`config.mk`:
```
export PLATFORM = sky130hd
export DESIGN_NAME = tla_cap_ctrl_50
export DESIGN_NICKNAME = d
export VERILOG_FILES = /design/src/rtl/tla_cap_ctrl_50.sv
export SDC_FILE = /design/constraint.sdc
export NUM_CORES = 1
export LEC_CHECK = 0
export BUFFER_PORTS_ARGS = -buffer_cell sky130_fd_sc_hd__buf_2
export CAP_MARGIN = 15
export CELL_PAD_IN_SITES_DETAIL_PLACEMENT = 0
export CELL_PAD_IN_SITES_GLOBAL_PLACEMENT = 1
export CORE_UTILIZATION = 49
export CTS_CLUSTER_SIZE = 25
export DETAILED_ROUTE_END_ITERATION = 8
export PLACE_DENSITY = 0.95
export SYNTH_ARGS = -nofsm -noshare
export SYNTH_HDL_FRONTEND = slang
export SYNTH_SLANG_ARGS = --single-unit
```
`constraint.sdc`:
```
create_clock -name Ga_clk50 -period 4.4 [get_ports Ga_clk50]
set_clock_uncertainty 0.2 [all_clocks]
set_input_delay 0 -clock Ga_clk50 [delete_from_list [all_inputs] [get_ports Ga_clk50]]
set_output_delay 0 -clock Ga_clk50 [all_outputs]
set_load 0.005 [all_outputs]
```
`src/rtl/tla_cap_ctrl_50.sv`:
```
// Capture controller in the Ga_clk50 domain: hold-off delay, buffer write
// sequencing and the ready/complete handshake toward the control side.
module tla_cap_ctrl_50 #(
    parameter int TOP0_0  = 3,
    parameter int LDD0_0  = 32,
    parameter int ADC0_2  = 2,
    parameter int DEPTH_W = 12
) (
    input  logic               Ga_clk50,
    input  logic               Ga_rst_n,
    input  logic               Ga_cap_trig,
    input  logic               Ga_cap_cmpt,
    input  logic [ADC0_2-1:0]  Ga_cap_phase,
    input  logic               Ga_cap_mode,
    input  logic [TOP0_0-1:0]  Ga_cap_wdis,
    input  logic [LDD0_0-1:0]  Ga_cap_plus,
    output logic               Ga_capr_rdy,
    output logic               cap_wr_en,
    output logic [DEPTH_W-1:0] cap_wr_addr,
    output logic [ADC0_2-1:0]  cap_phase_q,
    output logic               cap_busy,
    output logic               cap_ovf,
    output logic               cap_trig_miss
);

    typedef enum logic [1:0] {IDLE, HOLD, CAPT, DONE} state_t;

    localparam int unsigned DEPTH_I = 1 << DEPTH_W;
    localparam logic [LDD0_0-1:0] DEPTH = LDD0_0'(DEPTH_I);

    state_t             state_q;
    logic               trig_q, cmpt_q, mode_q;
    logic [LDD0_0-1:0]  hold_q, hcnt_q;
    logic [DEPTH_W-1:0] last_q, cnt_q;
    logic               rdy_q, wr_en_q, busy_q, ovf_q, miss_q;
    logic [DEPTH_W-1:0] addr_q;
    logic [ADC0_2-1:0]  phase_q;

    logic               trig_edge, cmpt_edge, ovf_d;
    logic [LDD0_0-1:0]  hold_d;
    logic [DEPTH_W-1:0] last_d;

    assign trig_edge = Ga_cap_trig & ~trig_q;
    assign cmpt_edge = Ga_cap_cmpt & ~cmpt_q;

    // Length is stored as the last address; zero still yields one write.
    always_comb begin
        hold_d = (LDD0_0'(1) << Ga_cap_wdis) - LDD0_0'(1)
               + LDD0_0'(Ga_cap_phase);
        ovf_d  = Ga_cap_plus > DEPTH;
        last_d = DEPTH_W'(Ga_cap_plus - LDD0_0'(1));
        if (Ga_cap_plus == '0)
            last_d = '0;
        else if (Ga_cap_plus >= DEPTH)
            last_d = '1;
    end

    always_ff @(posedge Ga_clk50 or negedge Ga_rst_n) begin
        if (!Ga_rst_n) begin
            state_q <= IDLE;
            trig_q  <= 1'b0;
            cmpt_q  <= 1'b0;
            mode_q  <= 1'b0;
            hold_q  <= '0;
            hcnt_q  <= '0;
            last_q  <= '0;
            cnt_q   <= '0;
            rdy_q   <= 1'b0;
            wr_en_q <= 1'b0;
            busy_q  <= 1'b0;
            ovf_q   <= 1'b0;
            miss_q  <= 1'b0;
            addr_q  <= '0;
            phase_q <= '0;
        end else begin
            trig_q  <= Ga_cap_trig;
            cmpt_q  <= Ga_cap_cmpt;
            wr_en_q <= (state_q == CAPT);
            addr_q  <= (state_q == CAPT) ? cnt_q : '0;
            busy_q  <= (state_q == HOLD) || (state_q == CAPT);
            rdy_q   <= (state_q == DONE) && !cmpt_edge;
            if (trig_edge && state_q != IDLE)
                miss_q <= 1'b1;
            unique case (state_q)
                IDLE: begin
                    if (trig_edge) begin
                        phase_q <= Ga_cap_phase;
                        last_q  <= last_d;
                        ovf_q   <= ovf_d;
                        hold_q  <= hold_d;
                        hcnt_q  <= hold_d;
                        mode_q  <= Ga_cap_mode;
                        miss_q  <= 1'b0;
                        cnt_q   <= '0;
                        state_q <= (hold_d != '0) ? HOLD : CAPT;
                    end
                end
                HOLD: begin
                    hcnt_q <= hcnt_q - LDD0_0'(1);
                    if (hcnt_q == LDD0_0'(1))
                        state_q <= CAPT;
                end
                CAPT: begin
                    if (cnt_q == last_q) begin
                        cnt_q   <= '0;
                        state_q <= DONE;
                    end else begin
                        cnt_q <= cnt_q + DEPTH_W'(1);
                    end
                end
                DONE: begin
                    // Re-arm only while continuous mode is still requested.
                    if (cmpt_edge) begin
                        mode_q <= Ga_cap_mode;
                        if (mode_q && Ga_cap_mode) begin
                            hcnt_q  <= hold_q;
                            cnt_q   <= '0;
                            state_q <= (hold_q != '0) ? HOLD : CAPT;
                        end else begin
                            state_q <= IDLE;
                        end
                    end
                end
                default: state_q <= IDLE;
            endcase
        end
    end

    assign Ga_capr_rdy   = rdy_q;
    assign cap_wr_en     = wr_en_q;
    assign cap_wr_addr   = addr_q;
    assign cap_phase_q   = phase_q;
    assign cap_busy      = busy_q;
    assign cap_ovf       = ovf_q;
    assign cap_trig_miss = miss_q;

endmodule

```
==> impl_results.md, run 1 <==
* Status: complete, no violations
* RSZ-0062 raised after global routing: no
* EDFF count, synth at 0
* Simple-gate area share of the yosys netlist at between 20% and 30%
* Clock tree sinks at 96
* Most used flip-flop cell after synthesis: dfrtp_1
* Total power density per cell area at 625 nW/um^2
* Max-capacitance violation count at 0
* Setup Total Neg Slack at 0 ps
* Die ar. at 12200 um^2
* Overall track demand over capacity in global routing at about a quarter
* Leakage power figure at 0.00296 uW
* Yosys Warn Count at 0
* WS Path Type: in -> reg
* Overall die height at ~110 um
* Final wirelength at 13700 um
* Maximum frequency from static timing analysis at 325 MHz
* Number of diodes added for antenna fixing at 0
* Antenna-violating nets left at 0
* Reg-to-reg critical path startpoint: state_q[1]$_DFFE_PN0P_
* Hold Path End: hold_q[0]$_DFFE_PN0P_
* Fraction of final layout cells sized beyond drive strength 1 at approximately 16%
* Effective utilization at floorplan at between 50% and 60%
* Start point of the worst min-delay path: Ga_cap_wdis[2]
* Worst slew pin tran at 1020 ps
* Number of CTS-inserted buffers at 9
* Synthesized area at 5760 um^2
* Capture instance of the worst register-to-register path: hcnt_q[21]$_DFFE_PN0P_
* Maximum clock path buffer count at 2
* Floorplan core area at 11400 um^2
* Floorplan die width at between 100 and 150 um
* Dpl hpwl at 9580 um
* Final Util at 58.1%
* Via-to-Cell Ratio at just under 6
* Initial antenna violation count at 0
* Ys async rst share at 100%
* Fraction of synthesized area in multiplexers at 3.04%
* Tightest slew margin relative to the limit at 31.5%
* Remaining routing DRC violations at 0
* Number of nets in the layout at 762
* Pin count of the biggest net entering global routing at 70
* Worst-skew pair later-pin latency at 350 ps
* Port Buffers at 60
* Xor and xnor fraction of the mapped netlist area at under 10%
* CTS H-tree lvls at 3
* Required time at the endpoint of the critical path at 4430 ps
* Placer Congestion at ~0.86
* Crit path DAT at approximately 3100 ps
* Area delta synth->final at 15.1%
* Count of endpoints failing hold in the final timing report at 0
* Count of distinct cell types in the synthesized netlist at 71
* Net Count, Synth at 693
* Period utilisation layout at 69.9%
* Mean Syn Cell Area at 9.10 um^2
* Number of primary I/O pins at approximately 60
* Category of the worst setup path capture point: flip-flop
* Maximum fanout along the worst path at 3
* Slack of the worst reg-to-reg path at 1320 ps
* Classification of the worst-slack hold path: in -> reg
* Residual overflow from global routing at 0
* Via count of the first global-routing pass at 4750
* Root cell of the clock tree: clkbuf_16
* Setup-violating endpoint count in the final report at 0
* Critical Path Source Type: input port
* Std-Cell Rows at 39
* Mean routed wirelength per cell at 16.1 um
* Path depth of the worst reg2reg path at 8
* Total vias in the final route at between 5000 and 6000
* Worst vdd ir at about 0.37 mV
* DRT Pass-1 Iters at 5
* Dpl cells at 812
* Flip-flop and latch count after synthesis at 96
* Iteration-0 DRC Markers at 357
* Combinational family with the most area after synthesis: simple AND/OR/NAND/NOR gates
* Wire length of the first global-routing pass at 23400 um
* Worst hold path depth at 4
* TritonCTS clock tree: built
* Non-filler cells in the finished layout at between 800 and 900
* Clock slew seen by the registers of the worst setup and hold paths at 60 ps
* Fraction of the mapped netlist area in compound gates at 17.5%
* Min Clock Period, post-route at 3080 ps
* Number of max-slew violations in the final report at 0
* Adder-Cell Fraction of Synth Area at 3.91%
* Share of synthesized area occupied by flip-flops and latches at between 40% and 50%
* Pwr Total at 4140 uW
* Post-synthesis cell count at 633
[synth_stat cells (all sizes together) (4+ instances only)]
cell type,n,area (um^2)
nor4b,4,50.1
or3,5,31.3
xor2,12,105
o21ai,48,240
nor2,48,180
nor3,25,125
nand3,15,80.1
nand4,9,56.3
buf,7,40.0
and2,17,106
o21a,5,37.5
ha,18,225
or2,5,31.3
nand2b,6,37.5
a21o,7,52.6
o211ai,4,30.0
and3,6,37.5
xnor2,19,166
o31ai,4,30.0
a221o,9,91.3
mux2,12,135
a21oi,42,210
dfrtp,96,2400
mux2i,4,40.0
nor4,18,158
nor2b,5,31.3
a22oi,6,50.1
nand3b,7,52.6
inv,25,93.8
or4,7,56.3
a222oi,4,40.0
nand2,74,278
clkbuf,23,116
[power breakdown]
part	switching [uW]	internal [uW]	leakage [uW]
clock	352	392	0.000132
combinational	1040	757	0.00164
sequential	369	1230	0.00119
total	1760	2380	0.00296
[timing repair]
action,4_1_cts,5_1_grt
buffers inserted,0,0
hold endpoints to repair,89,0
endpoints found under the setup margin,0,0
resized for setup,0,0
hold buffers,22,0
[worst max-delay path, stage by stage]
cell and delay, ps:
dlygate4sd3_1 530, buf_2 120, inv_1 70, ha_1 230, inv_1 60, ha_1 170
nor2b_1 90, a2111oi_2 450, nor3_1 90, ha_1 320, nor4b_1 240, nand2_1 90
nor4_1 170, nand4b_1 210, o221a_1 270
[cell families after synthesis]
group | after synthesis
buffers and inverters | 56
and+or+nand+nor | 264
adders and majority gates | 18
xor gates and xnor gates | 31
muxes | 16
DFF | 96
AOI/OAI and AO/OA | 152
[how the worst max path moves through the flow]
stage | start | end | slack, ps | cells after the start
final | Ga_cap_phase[1] | state_q[0]$_DFFE_PN0P_ | 1320 | 15
after global routing | Ga_cap_phase[1] | state_q[0]$_DFFE_PN0P_ | 1010 | 15
after CTS | Ga_cap_phase[1] | state_q[0]$_DFFE_PN0P_ | 1350 | 15
after detailed placement | Ga_cap_wdis[1] | state_q[0]$_DFFE_PN0P_ | 1100 | 12
after global placement | Ga_cap_wdis[1] | state_q[0]$_DFFE_PN0P_ | 1240 | 12
after floorplan | Ga_cap_wdis[0] | state_q[0]$_DFFE_PN0P_ | 1310 | 14
[final cells by class]
| class | instances | area, um^2 |
|---|---|---|
| inverters | 26 | 97.6 |
| multi-input cells | 481 | 3110 |
| repair buffers | 88 | 568 |
| clock buffers | 10 | 229 |
| clock inverters | 6 | 52.6 |
| fillers | 969 | 4780 |
| flip-flops and latches | 96 | 2400 |
| well taps | 143 | 179 |
[stage by stage]
step                hold WS [ps]  setup WS, ps  cell area, um^2
CTS                         66.3          1350             6630
global placement           -78.9          1240             6130
floorplan                   -496          1310             5760
detailed placement         -75.0          1100             6130
finish                      77.7          1320             6630
global route                 106          1010             6630
[cells in the final DEF, fill, tap and decap left out, types with 4 or more instances in the layout]
cell / n
a21o_1: 7
a21oi_1: 42
a221o_1: 8
a222oi_1: 4
a22oi_1: 5
and2_1: 16
and3_1: 6
buf_2: 59
buf_4: 7
clkbuf_16: 9
dfrtp_1: 96
dlygate4sd3_1: 22
ha_1: 18
inv_1: 25
mux2_2: 11
mux2i_1: 4
nand2_1: 74
nand2b_1: 6
nand3_1: 14
nand3b_1: 7
nand4_1: 9
nor2_1: 48
nor2b_1: 5
nor3_1: 25
nor4_1: 15
o211ai_1: 4
o21a_1: 5
o21ai_0: 47
o31ai_1: 4
or2_2: 4
or3_1: 5
or4_1: 6
xnor2_1: 19
xor2_1: 12
[layer usage]
metal | up-vias | wire [um] | global-route usage (%)
met4 | 0 | 249 | 9.16
li1 | 2422 | - | -
met5 | - | 0 | 0
met2 | 154 | 6590 | 37.9
met1 | 2424 | 6260 | 32.1
met3 | 25 | 604 | 3.02
[registers in the layout (all words and copies together), names as in the netlist, named ones only]
register     flops
cmpt_q           1
last_q          12
trig_q           1
cap_busy         1
hold_q          16
cap_wr_en        1
mode_q           1
cnt_q           12
state_q          2
cap_phase_q      2
cap_wr_addr     12
Ga_capr_rdy      1
hcnt_q          32
cap_ovf          1
No activity file was read; power rests on OpenSTA's default activity.
==> run 2, diff against run 1 <==
--- a/config.mk
+++ b/config.mk
@@ -5,14 +5,15 @@
 export SDC_FILE = /design/constraint.sdc
 export NUM_CORES = 1
 export LEC_CHECK = 0
+export ABC_AREA = 1
 export BUFFER_PORTS_ARGS = -buffer_cell sky130_fd_sc_hd__buf_2
 export CAP_MARGIN = 15
 export CELL_PAD_IN_SITES_DETAIL_PLACEMENT = 0
 export CELL_PAD_IN_SITES_GLOBAL_PLACEMENT = 1
-export CORE_UTILIZATION = 49
+export CORE_UTILIZATION = 44
 export CTS_CLUSTER_SIZE = 25
 export DETAILED_ROUTE_END_ITERATION = 8
-export PLACE_DENSITY = 0.95
+export PLACE_DENSITY = 0.91
 export SYNTH_ARGS = -nofsm -noshare
 export SYNTH_HDL_FRONTEND = slang
 export SYNTH_SLANG_ARGS = --single-unit
==> constraint.sdc (replaced) <==
create_clock -name Ga_clk50 -period 3.2 [get_ports Ga_clk50]
set_clock_uncertainty 0.2 [all_clocks]
set_input_delay 0 -clock Ga_clk50 [delete_from_list [all_inputs] [get_ports Ga_clk50]]
set_output_delay 0 -clock Ga_clk50 [all_outputs]
set_load 0.005 [all_outputs]
==> run 2 against run 1 <==
Compared with the run above:
- combinational power is 62% higher
- global-route usage is 0.97 points lower
- wire length is 8.6% higher
- register-to-register slack worse by 750 ps
- die area is 18% higher
- utilization is 3.3 points lower
- via count is 10% higher
- worst hold slack better by 5.3 ps
- total power is 47% higher
- largest cell class unchanged
==> impl_results.md, run 2 <==
* Max-capacitance violation count at 0 (unchanged)
* Area share of the largest cell type after synthesis at 39.3% (-2.4 points)
* Crit path DAT at 3050 ps (-60 ps)
* Net Sw Frac at 44.1% (+1.5 points)
* Category of the worst setup path capture point: flip-flop
* Port Buffers at 60 (unchanged)
* Reg-to-reg critical path startpoint: state_q[0]$_DFFE_PN0P_
* Via-to-Cell Ratio at 5.10 (-14%)
* Count of endpoints failing hold in the final timing report at 0 (unchanged)
* Count of distinct cell types in the synthesized netlist at 49 (-31%)
* Timing startpoint of the critical path: Ga_cap_plus[1]
* Mean Syn Cell Area at 7.60 um^2 (-17%)
* Worst-skew pair later-pin latency at 350 ps (about the same)
* Most used flip-flop cell after synthesis: dfrtp_1
* Number of max-slew violations in the final report at 0 (unchanged)
* Share of synthesized area occupied by flip-flops and latches at 39.3% (-2.4 points)
* Residual overflow from global routing at 0 (unchanged)
* CTS H-tree lvls at 3 (unchanged)
* Placer Congestion at 0.885 (+2.8%)
* Overall die height at 120 um (+8.5%)
* Iteration-0 DRC Markers at 501 (+40%)
* Floorplan die width at 120 um (+8.5%)
* Yosys Warn Count at 0 (unchanged)
* Period utilisation layout at between 90% and 100%
* Status: complete, no violations
* DRT Pass-1 Iters at 5 (unchanged)
* Antenna-violating nets left at 0 (unchanged)
* Leading area contributor after synthesis: dfrtp_1
* Min Clock Period, post-route at approximately 3000 ps
* Required time at the endpoint of the critical path at 3240 ps (-1190 ps)
* Cell internal pwr at 3400 uW (+43%)
* Fraction of final layout cells sized beyond drive strength 1 at 18.2% (+2.5 points)
* Post-synthesis cell count at 804 (+27%)
* Most common cell on crit path: dlygate4sd3_1
* Ranking of synthesized cells by area: dfrtp_1 (39%), nand2_1 (10%), inv_1 (8.0%), o21ai_0 (4.8%), nand3_1 (4.2%)
* Number of diodes added for antenna fixing at 0 (unchanged)
* Ordered list of cells on the worst path: dlygate4sd3_1 > buf_2 > nor3_2 > dlygate4sd3_1 > nand2_1 > nor2_1 > xor2_1 > dlygate4sd3_1 > o21ai_0 > dlygate4sd3_1 > nand2_1
* Worst vdd ir at 0.359 mV (-3.3%)
* Final wirelength at 14900 um (+8.6%)
* TritonCTS clock tree: built
* Synthesized area at 6110 um^2 (+6.0%)
* Overall track demand over capacity in global routing at 22.5% (-0.97 points)
* Clock tree sinks at 96 (unchanged)
* Commonest cells in the netlist: nand2_1 (166), inv_1 (130), dfrtp_1 (96)
* WS Path Type: in -> reg
* Slowest cell delay on critical path at 610 ps (+80 ps)
* Tightest slew margin relative to the limit at 42.9% (+11 points)
* Largest register FFs at 32 (unchanged)
* Most used cells in the layout excluding fill and tap cells: nand2_1 (166), inv_1 (130), dfrtp_1 (96), nor2_1 (67)
* Number of primary I/O pins at 61 (unchanged)
* CP max stage cell: dlygate4sd3_1
* Ys async rst share at 100% (unchanged)
* Largest regs: hcnt_q x32, hold_q x16
* Setup-violating endpoint count in the final report at 0 (unchanged)
* Total vias in the final route at 5537 (+10%)
* Effective utilization at floorplan at 45.6% (-4.9 points)
* Total power density per cell area at 828 nW/um^2 (+33%)
* Setup Total Neg Slack at 0 ps (unchanged)
* Floorplan core area at 13400 um^2 (+17%)
* EDFF count, synth at 0 (unchanged)
* Maximum fanout along the worst path at 3 (unchanged)
* Root cell of the clock tree: clkbuf_16
* Flip-flop and latch count after synthesis at 96 (unchanged)
* Maximum frequency from static timing analysis at 332 MHz
* Most instantiated library cell after synthesis: nand2_1
* Area delta synth->final at 20.2%
* Combinational fraction of design power at 48.0% (+4.6 points)
* Dpl hpwl at 10900 um (+14%)
* Final worst hold slack at 83.0 ps (+5.27 ps)
* Critical Path Source Type: input port
* Classification of the worst-slack hold path: in -> async
* Initial antenna violation count at 0 (unchanged)
* Mean routed wirelength per cell at 13.7 um (-15%)
* Leading cell type in the layout, fill and taps excluded: nand2_1
* Worst slew pin tran at 857 ps (-162 ps)
* Via count of the first global-routing pass at 5446 (+15%)
* RSZ-0062 raised after global routing: no
* Leakage power figure at 0.00357 uW (+21%)
* Net Count, Synth at 864 (+25%)
* Register with the most flip-flops: hcnt_q
* Number of nets in the layout at 964 (+27%)
* Remaining routing DRC violations at 0 (unchanged)
* Wire length of the first global-routing pass at 25600 um (+9.3%)
* Std-Cell Rows at 42 (+7.7%)
* Portion of total power attributed to the clock network at 18.8% (+0.8 points)
* Number of CTS-inserted buffers at 9 (unchanged)
* Part of the total power dissipated in sequential elements at 33.2% (-5.5 points)
* Die ar. at 14400 um^2 (+18%)
* Pin count of the biggest net entering global routing at 64 (-8.6%)
* Net switching power at 2680 uW (+52%)
* Fillers at 1260 (+30%)
* Clock slew seen by the registers of the worst setup and hold paths at 70 ps (about the same)
* Maximum clock path buffer count at 2 (unchanged)
[run 2: worst paths after layout]
check / end / slack (ps) / cells after the start
setup / recovery: last_q[5]$_DFFE_PN0P_ / 190 / 11
min in group Ga_clk50: last_q[9]$_DFFE_PN0P_ / 80 / 7
hold reg to reg: hcnt_q[1]$_DFFE_PN0P_ / 290 / 2
setup reg to reg: last_q[4]$_DFFE_PN0P_ / 570 / 9
max in group asynchronous: hold_q[27]$_DFFE_PN0P_ / 2010 / 3
hold / removal: hcnt_q[9]$_DFFE_PN0P_ / 80 / 2
[run 2: area by class of cell]
class	count	area [um^2]	share of cell area, %
timing repair buffer	105	758	10.3
clock buffer	10	239	3.25
multi-input combinational	549	3110	42.3
clock inverter	6	78.8	1.07
sequential	96	2400	32.7
tap	176	220	3.00
inverter	143	539	7.34
[run 2: logic make-up after synthesis]
kind of cell | after synthesis | share of synthesized area (%)
and+or+nand+nor | 370 | 28.9
buffers and inverters | 159 | 10.1
muxes | 1 | 0.184
AOI/OAI and AO/OA | 145 | 15.7
DFF | 96 | 39.3
xor gates and xnor gates | 15 | 2.15
adders and majority gates | 18 | 3.69
[run 2: stage by stage]
stage / utilization, % / cells / area (um^2) / total power (uW) / setup slack, ps
2_1_floorplan: - / 804 / 6110 / 4110 / 811
3_3_place_gp: 49.5 / 1032 / 6640 / 4840 / 482
3_5_place_dp: 49.5 / 1032 / 6640 / 4890 / 378
4_1_cts: 54.7 / 1085 / 7320 / 6120 / 191
5_1_grt: 54.8 / 1085 / 7340 / 6600 / 1.34
6_report: 54.8 / 1085 / 7340 / 6080 / 190
[run 2: power groups by stage]
stage	registers [uW]	clock network, uW	logic (uW)
2_1_floorplan	1940	0	2170
3_3_place_gp	2030	0	2810
3_5_place_dp	2030	0	2860
4_1_cts	2020	1180	2930
5_1_grt	2080	1220	3300
6_report	2020	1140	2920
[run 2: worst max-delay path: cells and delay by family]
kind / cells / cell delay [ps]
AOI/OAI and AO/OA: 1 / 130
xor gates and xnor gates: 1 / 90
buffers and inverters: 5 / 2390
and+or+nand+nor: 4 / 450
[run 2: timing repair]
action | CTS | global route
endpoints found under the hold margin | 85 | 0
resized for setup | 0 | 5
setup endpoints to repair | 0 | 2
setup buffers | 0 | 0
hold buffers | 37 | 0
[run 2: routing by layer]
metal | wire [um] | up-vias | global-route usage (%) | share of wire [%]
met2 | 7230 | 119 | 38.4 | 49
met5 | 0 | - | 0 | 0
met3 | 528 | 28 | 4.47 | 3.5
met1 | 6730 | 2558 | 28.2 | 45
met4 | 391 | 0 | 7.97 | 2.6
li1 | - | 2832 | - | -
==> run 3, diff against run 2 <==
--- a/config.mk
+++ b/config.mk
@@ -14,6 +14,7 @@
 export CTS_CLUSTER_SIZE = 25
 export DETAILED_ROUTE_END_ITERATION = 8
 export PLACE_DENSITY = 0.91
+export SETUP_SLACK_MARGIN = 0.2
 export SYNTH_ARGS = -nofsm -noshare
 export SYNTH_HDL_FRONTEND = slang
 export SYNTH_SLANG_ARGS = --single-unit
==> run 3 against run 2 <==
Compared with the run above:
- total power up 0.16%
- register-to-register slack is essentially flat
- via count about the same
- worst setup slack better by 250 ps
- combinational power about the same
- utilization about the same
- worst hold slack lost 12 ps
- wire length is 0.11% higher
- die area unchanged
- critical path type unchanged
==> impl_results.md, run 3 (synthesis gave the netlist of run 2 again) <==
* Status: complete, no violations
* Cell internal pwr at 3410 uW (about the same)
* Classification of the worst-slack hold path: in -> reg
* CP max stage cell: dlygate4sd3_1
* Tightest slew margin relative to the limit at 43.0% (+0.13 points)
* Max-capacitance violation count at 0 (unchanged)
* Crit path depth at 23 (+12)
* Worst slew pin tran at 855 ps (-1.90 ps)
* Area delta synth->final at 20.3% (about the same)
* Timing startpoint of the critical path: Ga_cap_phase[1]
* Net Sw Frac at 44.1% (about the same)
* Pin count of the biggest net entering global routing at 64 (unchanged)
* Part of the total power dissipated in sequential elements at 33.1% (about the same)
* Worst-skew pair later-pin latency at 350 ps (about the same)
* Slack of the worst reg-to-reg path at 570 ps (about the same)
* Dpl cells at 1032 (unchanged)
* Effective utilization at floorplan at 45.6% (unchanged)
* Worst vdd ir at 0.361 mV (+0.72%)
* Floorplan die width at 120 um (unchanged)
* Count of endpoints failing hold in the final timing report at 0 (unchanged)
* Wire length of the first global-routing pass at 25600 um (unchanged)
* Placer Congestion at 0.885 (unchanged)
* Final wirelength at 14900 um (+0.11%)
* Maximum frequency from static timing analysis at 362 MHz (+9.0%)
* Ordered list of cells on the worst path: dlygate4sd3_1 > buf_2 > inv_2 > ha_4 > inv_2 > ha_2 > inv_1 > nand2_1 > nand2_2 > nand2_2 > nand2_4 > nand2_4 > a21boi_1 > ha_1 > nand3_2 > nor3_2 > nand3_1 > nor2_1 > nand3_1 > nor2_1 > nand4_1 > nand2_1 > nand2_1
* Setup Total Neg Slack at 0 ps (unchanged)
* Family with the most delay on the worst path: simple AND/OR/NAND/NOR gates
* Multi-input gate area in the final layout at 3120 um^2 (+0.36%)
* Total power density per cell area at 829 nW/um^2 (about the same)
* Crit path DAT at 2810 ps (-240 ps)
* Register with the most flip-flops: hcnt_q
* Number of primary I/O pins at 61 (unchanged)
* Via-to-Cell Ratio at 5.11 (about the same)
* Floorplan core area at 13400 um^2 (unchanged)
* Number of diodes added for antenna fixing at 0 (unchanged)
* Period utilisation layout at 86.3% (-7.7 points)
* Fillers at 1260 (unchanged)
* Final worst hold slack at 71.3 ps (-11.7 ps)
* Most common cell on crit path: nand2_1
* Most used cells in the layout excluding fill and tap cells: nand2_1 (166), inv_1 (127), dfrtp_1 (96), nor2_1 (66)
* Antenna-violating nets left at 0 (unchanged)
* Combinational fraction of design power at 48.0% (about the same)
* TritonCTS clock tree: built
* Dpl hpwl at 10900 um (unchanged)
* Worst Slack Setup Final at 437 ps (+248 ps)
* Overall die height at 120 um (unchanged)
* Initial antenna violation count at 0 (unchanged)
* Mean routed wirelength per cell at 13.7 um (+0.11%)
* Leakage power figure at 0.00356 uW (-0.20%)
* Total vias in the final route at 5542 (+0.090%)
* Largest register FFs at 32 (unchanged)
* Capture instance of the worst register-to-register path: last_q[4]$_DFFE_PN0P_
* Remaining routing DRC violations at 0 (unchanged)
* CTS H-tree lvls at 3 (unchanged)
* Min Clock Period, post-route at 2760 ps (-248 ps)
* Net switching power at 2690 uW (+0.25%)
* Die ar. at 14400 um^2 (unchanged)
* RSZ-0062 raised after global routing: no
* Maximum fanout along the worst path at 3 (unchanged)
* Post-placement worst setup slack at 378 ps (unchanged)
* Port Buffers at 60 (unchanged)
* Critical Path Source Type: input port
* Category of the worst setup path capture point: flip-flop
* Root cell of the clock tree: clkbuf_16
* Std-Cell Rows at 42 (unchanged)
* WS Path Type: in -> reg
* Worst setup path endpoint: state_q[0]$_DFFE_PN0P_
* Via count of the first global-routing pass at 5446 (unchanged)
* Number of nets in the layout at 964 (unchanged)
* DRT Pass-1 Iters at 5 (unchanged)
* Largest regs: hcnt_q x32, hold_q x16
* Final Util at 54.8% (about the same)
* Residual overflow from global routing at 0 (unchanged)
* Portion of total power attributed to the clock network at 18.9% (about the same)
* Non-filler cells in the finished layout at 1085 (unchanged)
* Reg-to-reg critical path startpoint: state_q[0]$_DFFE_PN0P_
* Clock tree sinks at 96 (unchanged)
* Number of CTS-inserted buffers at 9 (unchanged)
* Fraction of final layout cells sized beyond drive strength 1 at 18.7% (+0.55 points)
* Number of buffer and inverter stages on the critical path at 5 (unchanged)
* Clock slew seen by the registers of the worst setup and hold paths at 70 ps (about the same)
* Area occupied by registers at 2400 um^2 (unchanged)
* Overall track demand over capacity in global routing at 22.5% (unchanged)
* Leading cell type in the layout, fill and taps excluded: nand2_1
* Slowest cell delay on critical path at 550 ps (-60 ps)
* Number of max-slew violations in the final report at 0 (unchanged)
* Required time at the endpoint of the critical path at 3240 ps (about the same)
* Maximum clock path buffer count at 2 (unchanged)
* Path depth of the worst reg2reg path at 9 (unchanged)
* Setup-violating endpoint count in the final report at 0 (unchanged)
* Iteration-0 DRC Markers at 416 (-17%)
## run 3: layout make-up
| cell class | instances | area share (%) |
|---|---|---|
| well taps | 176 | 3.00 |
| multi-input cells | 549 | 42.4 |
| repair buffers | 105 | 10.3 |
| flip-flops and latches | 96 | 32.7 |
| clock buffers | 10 | 3.25 |
| clock inverters | 6 | 1.07 |
| inverters | 143 | 7.30 |
## run 3: power groups by stage
stage | clock, uW | combinational (uW) | sequential [uW]
after floorplan | 0 | 2170 | 1940
after global placement | 0 | 2810 | 2030
after detailed placement | 0 | 2860 | 2030
after CTS | 1180 | 2930 | 2020
after global routing | 1220 | 3300 | 2080
final | 1150 | 2920 | 2020
## run 3: worst min-delay path by stage
stage                    startpoint                     to  slack (ps)  depth (start not counted)
global placement        Ga_cap_cmpt       cmpt_q$_DFF_PN0_         -80                          1
detailed placement      Ga_cap_cmpt       cmpt_q$_DFF_PN0_         -70                          1
CTS                 Ga_cap_plus[30]  last_q[9]$_DFFE_PN0P_          70                          7
global route            Ga_cap_cmpt       cmpt_q$_DFF_PN0_         120                          2
floorplan                  Ga_rst_n  Ga_capr_rdy$_DFF_PN0_        -500                          0
finish              Ga_cap_plus[27]  last_q[9]$_DFFE_PN0P_          70                          7
## run 3: timing repair
item,4_1_cts,5_1_grt
setup buffers,0,1
endpoints found under the hold margin,85,0
hold buffers,37,0
gates resized for setup,0,9
endpoints found under the setup margin,0,3
## run 3: metal layers
| layer | GRT usage, % | vias up | share of wire (%) |
|---|---|---|---|
| li1 | - | 2820 | - |
| met1 | 28.2 | 2554 | 45 |
| met2 | 38.4 | 137 | 48 |
| met3 | 4.47 | 31 | 4.0 |
| met4 | 7.97 | 0 | 2.6 |
| met5 | 0 | - | 0 |
## run 3: through the flow
step	power (uW)	cell area, um^2
2_1_floorplan	4110	6110
3_3_place_gp	4840	6640
3_5_place_dp	4890	6640
4_1_cts	6120	7320
5_1_grt	6600	7350
6_report	6090	7350
## run 3: worst min-delay path, cell delays in order
cell	delay [ps]
buf_2	70
nor4_1	40
nand2_1	40
nor2_1	40
nand2_1	170
nor3b_1	90
o22ai_1	110
